<file path="src/rtl/m_stage_pkg.sv">
// m_stage_pkg: shared definitions for the two-way merge stage.
// Optional feature macro: M_STAGE_SRC_TAG_EN (adds a 1-bit source tag as the
// MSB of every buffered packet and of PACKET_OUT).

`ifndef M_STAGE_PKG_SV
`define M_STAGE_PKG_SV

// Output packet width derived from the payload width and the tag option.
`ifdef M_STAGE_SRC_TAG_EN
`define M_STAGE_OUT_W(pw) ((pw) + 1)
`else
`define M_STAGE_OUT_W(pw) (pw)
`endif

package m_stage_pkg;

  // Default payload width of each input channel.
  localparam int M_PW = 24;

  // Source encoding, used both for the arbiter history and the packet tag.
  localparam logic SRC_A = 1'b0;
  localparam logic SRC_B = 1'b1;

  // Output buffer depth; pointers are 1 bit, occupancy spans 0..2.
  localparam int BUF_DEPTH = 2;

  typedef logic [1:0] count_t;

  // The stage may accept a new packet only while the buffer has a free slot.
  function automatic logic can_accept(input count_t count);
    return count < 2'(BUF_DEPTH);
  endfunction

endpackage

`endif

</file>
<file path="src/rtl/m_arb.sv">
// m_arb: 2-input round-robin arbiter. Grants are combinational from the
// requests, the enable and the registered last_grant; the history only moves
// when a grant is actually issued, so idle cycles do not disturb fairness.

module m_arb
  import m_stage_pkg::*;
(
  input  logic clk,
  input  logic rst_n,
  input  logic req_a,
  input  logic req_b,
  input  logic en,
  output logic grant_a,
  output logic grant_b
);

  logic last_grant_reg;

  // Single request wins outright; on a tie the channel not served last wins.
  always_comb begin
    grant_a = 1'b0;
    grant_b = 1'b0;
    if (en) begin
      if (req_a && req_b) begin
        grant_a = (last_grant_reg == SRC_B);
        grant_b = (last_grant_reg == SRC_A);
      end else begin
        grant_a = req_a;
        grant_b = req_b;
      end
    end
  end

  // Remember who was served; reset to B so that a wins the first tie.
  always_ff @(posedge clk or negedge rst_n) begin
    if (!rst_n) begin
      last_grant_reg <= SRC_B;
    end else if (grant_a) begin
      last_grant_reg <= SRC_A;
    end else if (grant_b) begin
      last_grant_reg <= SRC_B;
    end
  end

endmodule

</file>
<file path="src/rtl/m_stage.sv">
// m_stage: clocked two-way merge stage. Two Send/Ack inputs are arbitrated
// round-robin into a 2-entry in-order buffer feeding one Send/Ack output.
// Ack_out_x depends only on Send_in_x, the arbiter history, the occupancy and
// MR -- never on Ack_in -- so a full buffer refuses input even in the cycle it
// is being drained.
// Optional feature macro: M_STAGE_SRC_TAG_EN (PACKET_OUT = {src_tag, packet}).

module m_stage
  import m_stage_pkg::*;
#(
  parameter int PW = M_PW
) (
  input  logic                           CLK,
  input  logic                           MR,
  input  logic                           Send_in_a,
  input  logic                           Send_in_b,
  input  logic [PW-1:0]                  PACKET_IN_A,
  input  logic [PW-1:0]                  PACKET_IN_B,
  output logic                           Ack_out_a,
  output logic                           Ack_out_b,
  output logic                           Send_out,
  input  logic                           Ack_in,
  output logic [`M_STAGE_OUT_W(PW)-1:0]  PACKET_OUT
);

  localparam int OW = `M_STAGE_OUT_W(PW);

  count_t         count_reg;
  count_t         count_next;
  logic           wr_ptr_reg;
  logic           rd_ptr_reg;
  logic [OW-1:0]  entry_reg [BUF_DEPTH];

  logic           accept_en;
  logic           grant_a;
  logic           grant_b;
  logic           push;
  logic           pop;
  logic [OW-1:0]  push_data;

  // Acceptance is gated by free space and held off while reset is asserted.
  assign accept_en = MR && can_accept(count_reg);

  m_arb u_arb (
    .clk     (CLK),
    .rst_n   (MR),
    .req_a   (Send_in_a),
    .req_b   (Send_in_b),
    .en      (accept_en),
    .grant_a (grant_a),
    .grant_b (grant_b)
  );

  assign Ack_out_a = grant_a;
  assign Ack_out_b = grant_b;

  assign push     = grant_a || grant_b;
  assign Send_out = (count_reg != 2'd0);
  assign pop      = Send_out && Ack_in;

  // Select the granted packet, prefixing the source tag when enabled.
  always_comb begin
`ifdef M_STAGE_SRC_TAG_EN
    push_data = grant_b ? {SRC_B, PACKET_IN_B} : {SRC_A, PACKET_IN_A};
`else
    push_data = grant_b ? PACKET_IN_B : PACKET_IN_A;
`endif
  end

  // Occupancy: push and pop in the same cycle leave it unchanged.
  always_comb begin
    count_next = count_reg;
    case ({push, pop})
      2'b10:   count_next = count_reg + 2'd1;
      2'b01:   count_next = count_reg - 2'd1;
      default: count_next = count_reg;
    endcase
  end

  // Occupancy and ring pointers; 1-bit pointers wrap naturally over 2 slots.
  always_ff @(posedge CLK or negedge MR) begin
    if (!MR) begin
      count_reg  <= 2'd0;
      wr_ptr_reg <= 1'b0;
      rd_ptr_reg <= 1'b0;
    end else begin
      count_reg <= count_next;
      if (push) begin
        wr_ptr_reg <= ~wr_ptr_reg;
      end
      if (pop) begin
        rd_ptr_reg <= ~rd_ptr_reg;
      end
    end
  end

  // Buffer storage; cleared on reset so PACKET_OUT reads 0 afterwards.
  always_ff @(posedge CLK or negedge MR) begin
    if (!MR) begin
      for (int i = 0; i < BUF_DEPTH; i++) begin
        entry_reg[i] <= '0;
      end
    end else if (push) begin
      entry_reg[wr_ptr_reg] <= push_data;
    end
  end

  // Head of the buffer comes straight from storage, never from PACKET_IN.
  assign PACKET_OUT = entry_reg[rd_ptr_reg];

endmodule

</file>
<file path="config.mk">
export PLATFORM = sky130hd
export DESIGN_NAME = m_stage
export DESIGN_NICKNAME = d
export VERILOG_FILES = /design/src/rtl/m_stage_pkg.sv /design/src/rtl/m_arb.sv /design/src/rtl/m_stage.sv
export SDC_FILE = /design/constraint.sdc
export NUM_CORES = 1
export LEC_CHECK = 0
export BUFFER_PORTS_ARGS = -buffer_cell sky130_fd_sc_hd__buf_2
export CAP_MARGIN = 30
export CORE_MARGIN = 1.5
export CORE_UTILIZATION = 55
export DETAILED_ROUTE_END_ITERATION = 10
export PLACE_DENSITY = 0.93
export SYNTH_ARGS = -nofsm -noshare
export SYNTH_HDL_FRONTEND = slang
export SYNTH_SLANG_ARGS = --single-unit
</file>
<file path="constraint.sdc">
create_clock -name CLK -period 3 [get_ports CLK]
set_clock_uncertainty 0.05 [all_clocks]
set_input_delay 0.15 -clock CLK [delete_from_list [all_inputs] [get_ports CLK]]
set_output_delay 0.15 -clock CLK [all_outputs]
set_load 0.02 [all_outputs]
</file>
==> flow_summary.json <==
{
  "outcome": "finished, final reports clean",
  "cts_max_level": 2,
  "drt-pass1-iter-count": 6,
  "port_buffers": 79,
  "rows": 25,
  "cpMaxStageDelayCell": "nor2b_4",
  "clockRootBuffer": "clkbuf_8",
  "vias": 2672,
  "numCtsBuffers": 5,
  "drc_errors": 0,
  "final.setup.tns_ns": 0,
  "hold_viol": 0,
  "drt_iter0_markers": 223,
  "die_w_um": 74.8,
  "syn_inst": 281,
  "fmax_mhz": 382,
  "grt_overflow": 0,
  "ys_ff_latch": 53,
  "final_util": 0.681,
  "wl_per_cell_um": 18.4,
  "slew_violations": 0,
  "nets": 395,
  "max_slew_margin": 0.312,
  "finalSetupViolations": 0,
  "clk_pin_slew_ns": 0.09,
  "critical_path.max_fanout": 28,
  "n_fill_cell": 378,
  "ant_nets": 0,
  "clk_latency_ns": 0.30,
  "final_layout_size_suffix_gt1_frac": 0.348,
  "p_per_area_mw_per_mm2": 1100,
  "cts_tree": "yes",
  "grt_pass1_wl_um": 11500,
  "finalWorstSetupSlack_ns": 0.384,
  "finalCriticalPeriod_ns": 2.62,
  "critPathLaunchType": "input port",
  "syn_area_sq_mm": 0.00283,
  "hold_class": "input port to flip-flop",
  "ys_types": 25,
  "gp_congestion": 0.817,
  "rsz0062_at_grt": "false",
  "p_leak_nw": 1.34,
  "syn-num-nets": 335,
  "fin_cells": 409,
  "via_per_inst": 6.53,
  "largest_reg_flops": 48,
  "crit_type": "input port to primary output",
  "antenna_found_initial": 0,
  "core_area_sq_mm": 0.00485,
  "crit_arrival_ns": 2.42,
  "synthToLayoutAreaGrowth_pct": 16.4,
  "grt_pass1_vias": 2410,
  "ios": 80,
  "clock_path_buffers": 2,
  "num_antenna_cells": 0,
  "initial_core_util": 0.585,
  "cp_data_required_time_ns": 2.80,
  "ys_seq_area_frac": 0.468,
  "cp_common_cell": "buf_2",
  "max_cap_viol_count": 0,
  "finalCritPeriodShare": 0.872,
  "syn_avg_cell_area_sq_um": 10.1,
  "endpoint_kind": "primary output",
  "worst_slew_pin_slew_ns": 1.03,
  "ir_drop_mv": 0.598,
  "worstPathCellList": "dlygate4sd3_1 -> buf_2 -> nor2b_4 -> buf_4 -> nand2_1 -> a21oi_1 -> buf_2",
  "fp.dieH_um": 74.8,
  "globalRouteTotalUtil": 0.276,
  "pre_cts_ws_ns": 0.662,
  "grt_max_degree": 43,
  "max_stage_delay_ns": 0.57,
  "dp_hpwl_um": 4910,
  "dp.cells": 399,
  "yosysWarnings": 0,
  "cts_setup_buffers": 0,
  "cts_sinks": 53,
  "wirelength_um": 7510,
  "multi_input_comb_area_sq_mm": 0.00133,
  "final-seq-area_sq_mm": 0.00133,
  "dieArea_sq_mm": 0.00559
}
[logic make-up (layout without fill, tap and decap cells)]
group	after synthesis	count (layout)	synth area share
mux	24	24	0.0954
buf+inv	38	99	0.0667
compound gates	122	122	0.258
xor+xnor	5	5	0.0155
fa+ha+maj	1	1	0.00441
flops	53	53	0.468
simple gates	38	38	0.0914
[per-layer routing]
metal,up-vias,GRT usage,wire [um]
li1,1209,-,-
met1,1281,0.357,2930
met2,161,0.471,3750
met3,21,0.0549,687
met4,0,0.0869,142
met5,-,0,0
[cells in the final DEF (no fill, tap or decap)]
| master | Yosys | layout |
|---|---|---|
| buf_4 | 1 | 8 |
| dfrtp_1 | 52 | 52 |
| ha_1 | 1 | 1 |
| dlygate4sd3_1 | 0 | 2 |
| and3_1 | 2 | 2 |
| nand2_1 | 2 | 2 |
| buf_2 | 9 | 79 |
| nor2b_4 | 0 | 1 |
| clkbuf_8 | 0 | 5 |
| nor2_1 | 3 | 3 |
| nand3b_1 | 25 | 25 |
| mux2_2 | 24 | 24 |
| dfstp_2 | 1 | 1 |
| clkbuf_1 | 21 | 3 |
| or2_1 | 1 | 1 |
| inv_1 | 2 | 2 |
| o21ai_1 | 5 | 5 |
| a31oi_1 | 97 | 97 |
| xnor2_1 | 3 | 3 |
| and2_1 | 2 | 2 |
| or2_2 | 1 | 1 |
| xor2_1 | 2 | 2 |
| and3b_1 | 1 | 1 |
| a21oi_1 | 1 | 1 |
| o21ai_0 | 19 | 19 |
[critical path, delay by kind of cell]
| family | cells | cell delay [ns] |
|---|---|---|
| compound gates | 1 | 0.17 |
| buf+inv | 4 | 1.43 |
| simple gates | 2 | 0.66 |
[path summary, 6_finish.rpt]
path,from,end,slack (ns),cells after the start
hold reg to reg,count_reg[0],count_reg[0],0.47,1
hold / removal,PACKET_IN_B[10],entry_reg[34],0.09,3
min in group asynchronous,MR,entry_reg[29],0.24,2
max in group asynchronous,MR,entry_reg[45],1.83,3
setup / recovery,MR,Ack_out_a,0.38,7
setup reg to reg,count_reg[1],entry_reg[3],0.72,3
[power breakdown]
part	internal, mW	switching (mW)
Sequential	1.08	0.261
Combinational	0.798	1.10
Clock	0.166	0.220
Total	2.04	1.58
[metrics by stage]
stage                     area, sq um  power [mW]  hold slack (ns)
final                            3300        3.62           0.0875
after global routing             3300        3.84           0.0977
after CTS                        3300        3.60           0.0888
after detailed placement         3200        3.22           0.0142
after global placement           3200        3.13          0.00187
after floorplan                  2830        2.68           -0.196
[cell type report]
| cell class | count | area share |
|---|---|---|
| Tap cell | 67 | 0.0254 |
| Clock buffer | 8 | 0.0243 |
| Multi-Input combinational cell | 190 | 0.402 |
| Timing Repair Buffer | 89 | 0.144 |
| Sequential cell | 53 | 0.402 |
| Inverter | 2 | 0.00228 |
[synth_stat cells]
cell type | number | area [sq um]
and3_1 | 2 | 12.5
or2_1 | 1 | 6.26
dfstp_2 | 1 | 26.3
xnor2_1 | 3 | 26.3
clkbuf_1 | 21 | 78.8
and3b_1 | 1 | 8.76
inv_1 | 2 | 7.51
mux2_2 | 24 | 270
clkbuf_2 | 1 | 5.00
o21ai_0 | 19 | 95.1
buf_2 | 9 | 45.0
a21oi_1 | 1 | 5.00
or2_2 | 1 | 6.26
buf_4 | 1 | 7.51
a31oi_1 | 97 | 607
and2_1 | 2 | 12.5
o21ai_1 | 5 | 25.0
nand3b_1 | 25 | 188
nand2_1 | 2 | 7.51
xor2_1 | 2 | 17.5
dfrtp_1 | 52 | 1300
ha_1 | 1 | 12.5
buf_6 | 4 | 45.0
nor2b_1 | 1 | 6.26
nor2_1 | 3 | 11.3
[what timing repair did]
item,in CTS,in global routing
resized for setup,0,0
endpoints found under the hold margin,12,0
hold buffers,2,0
(Power assumes the default switching activity.)
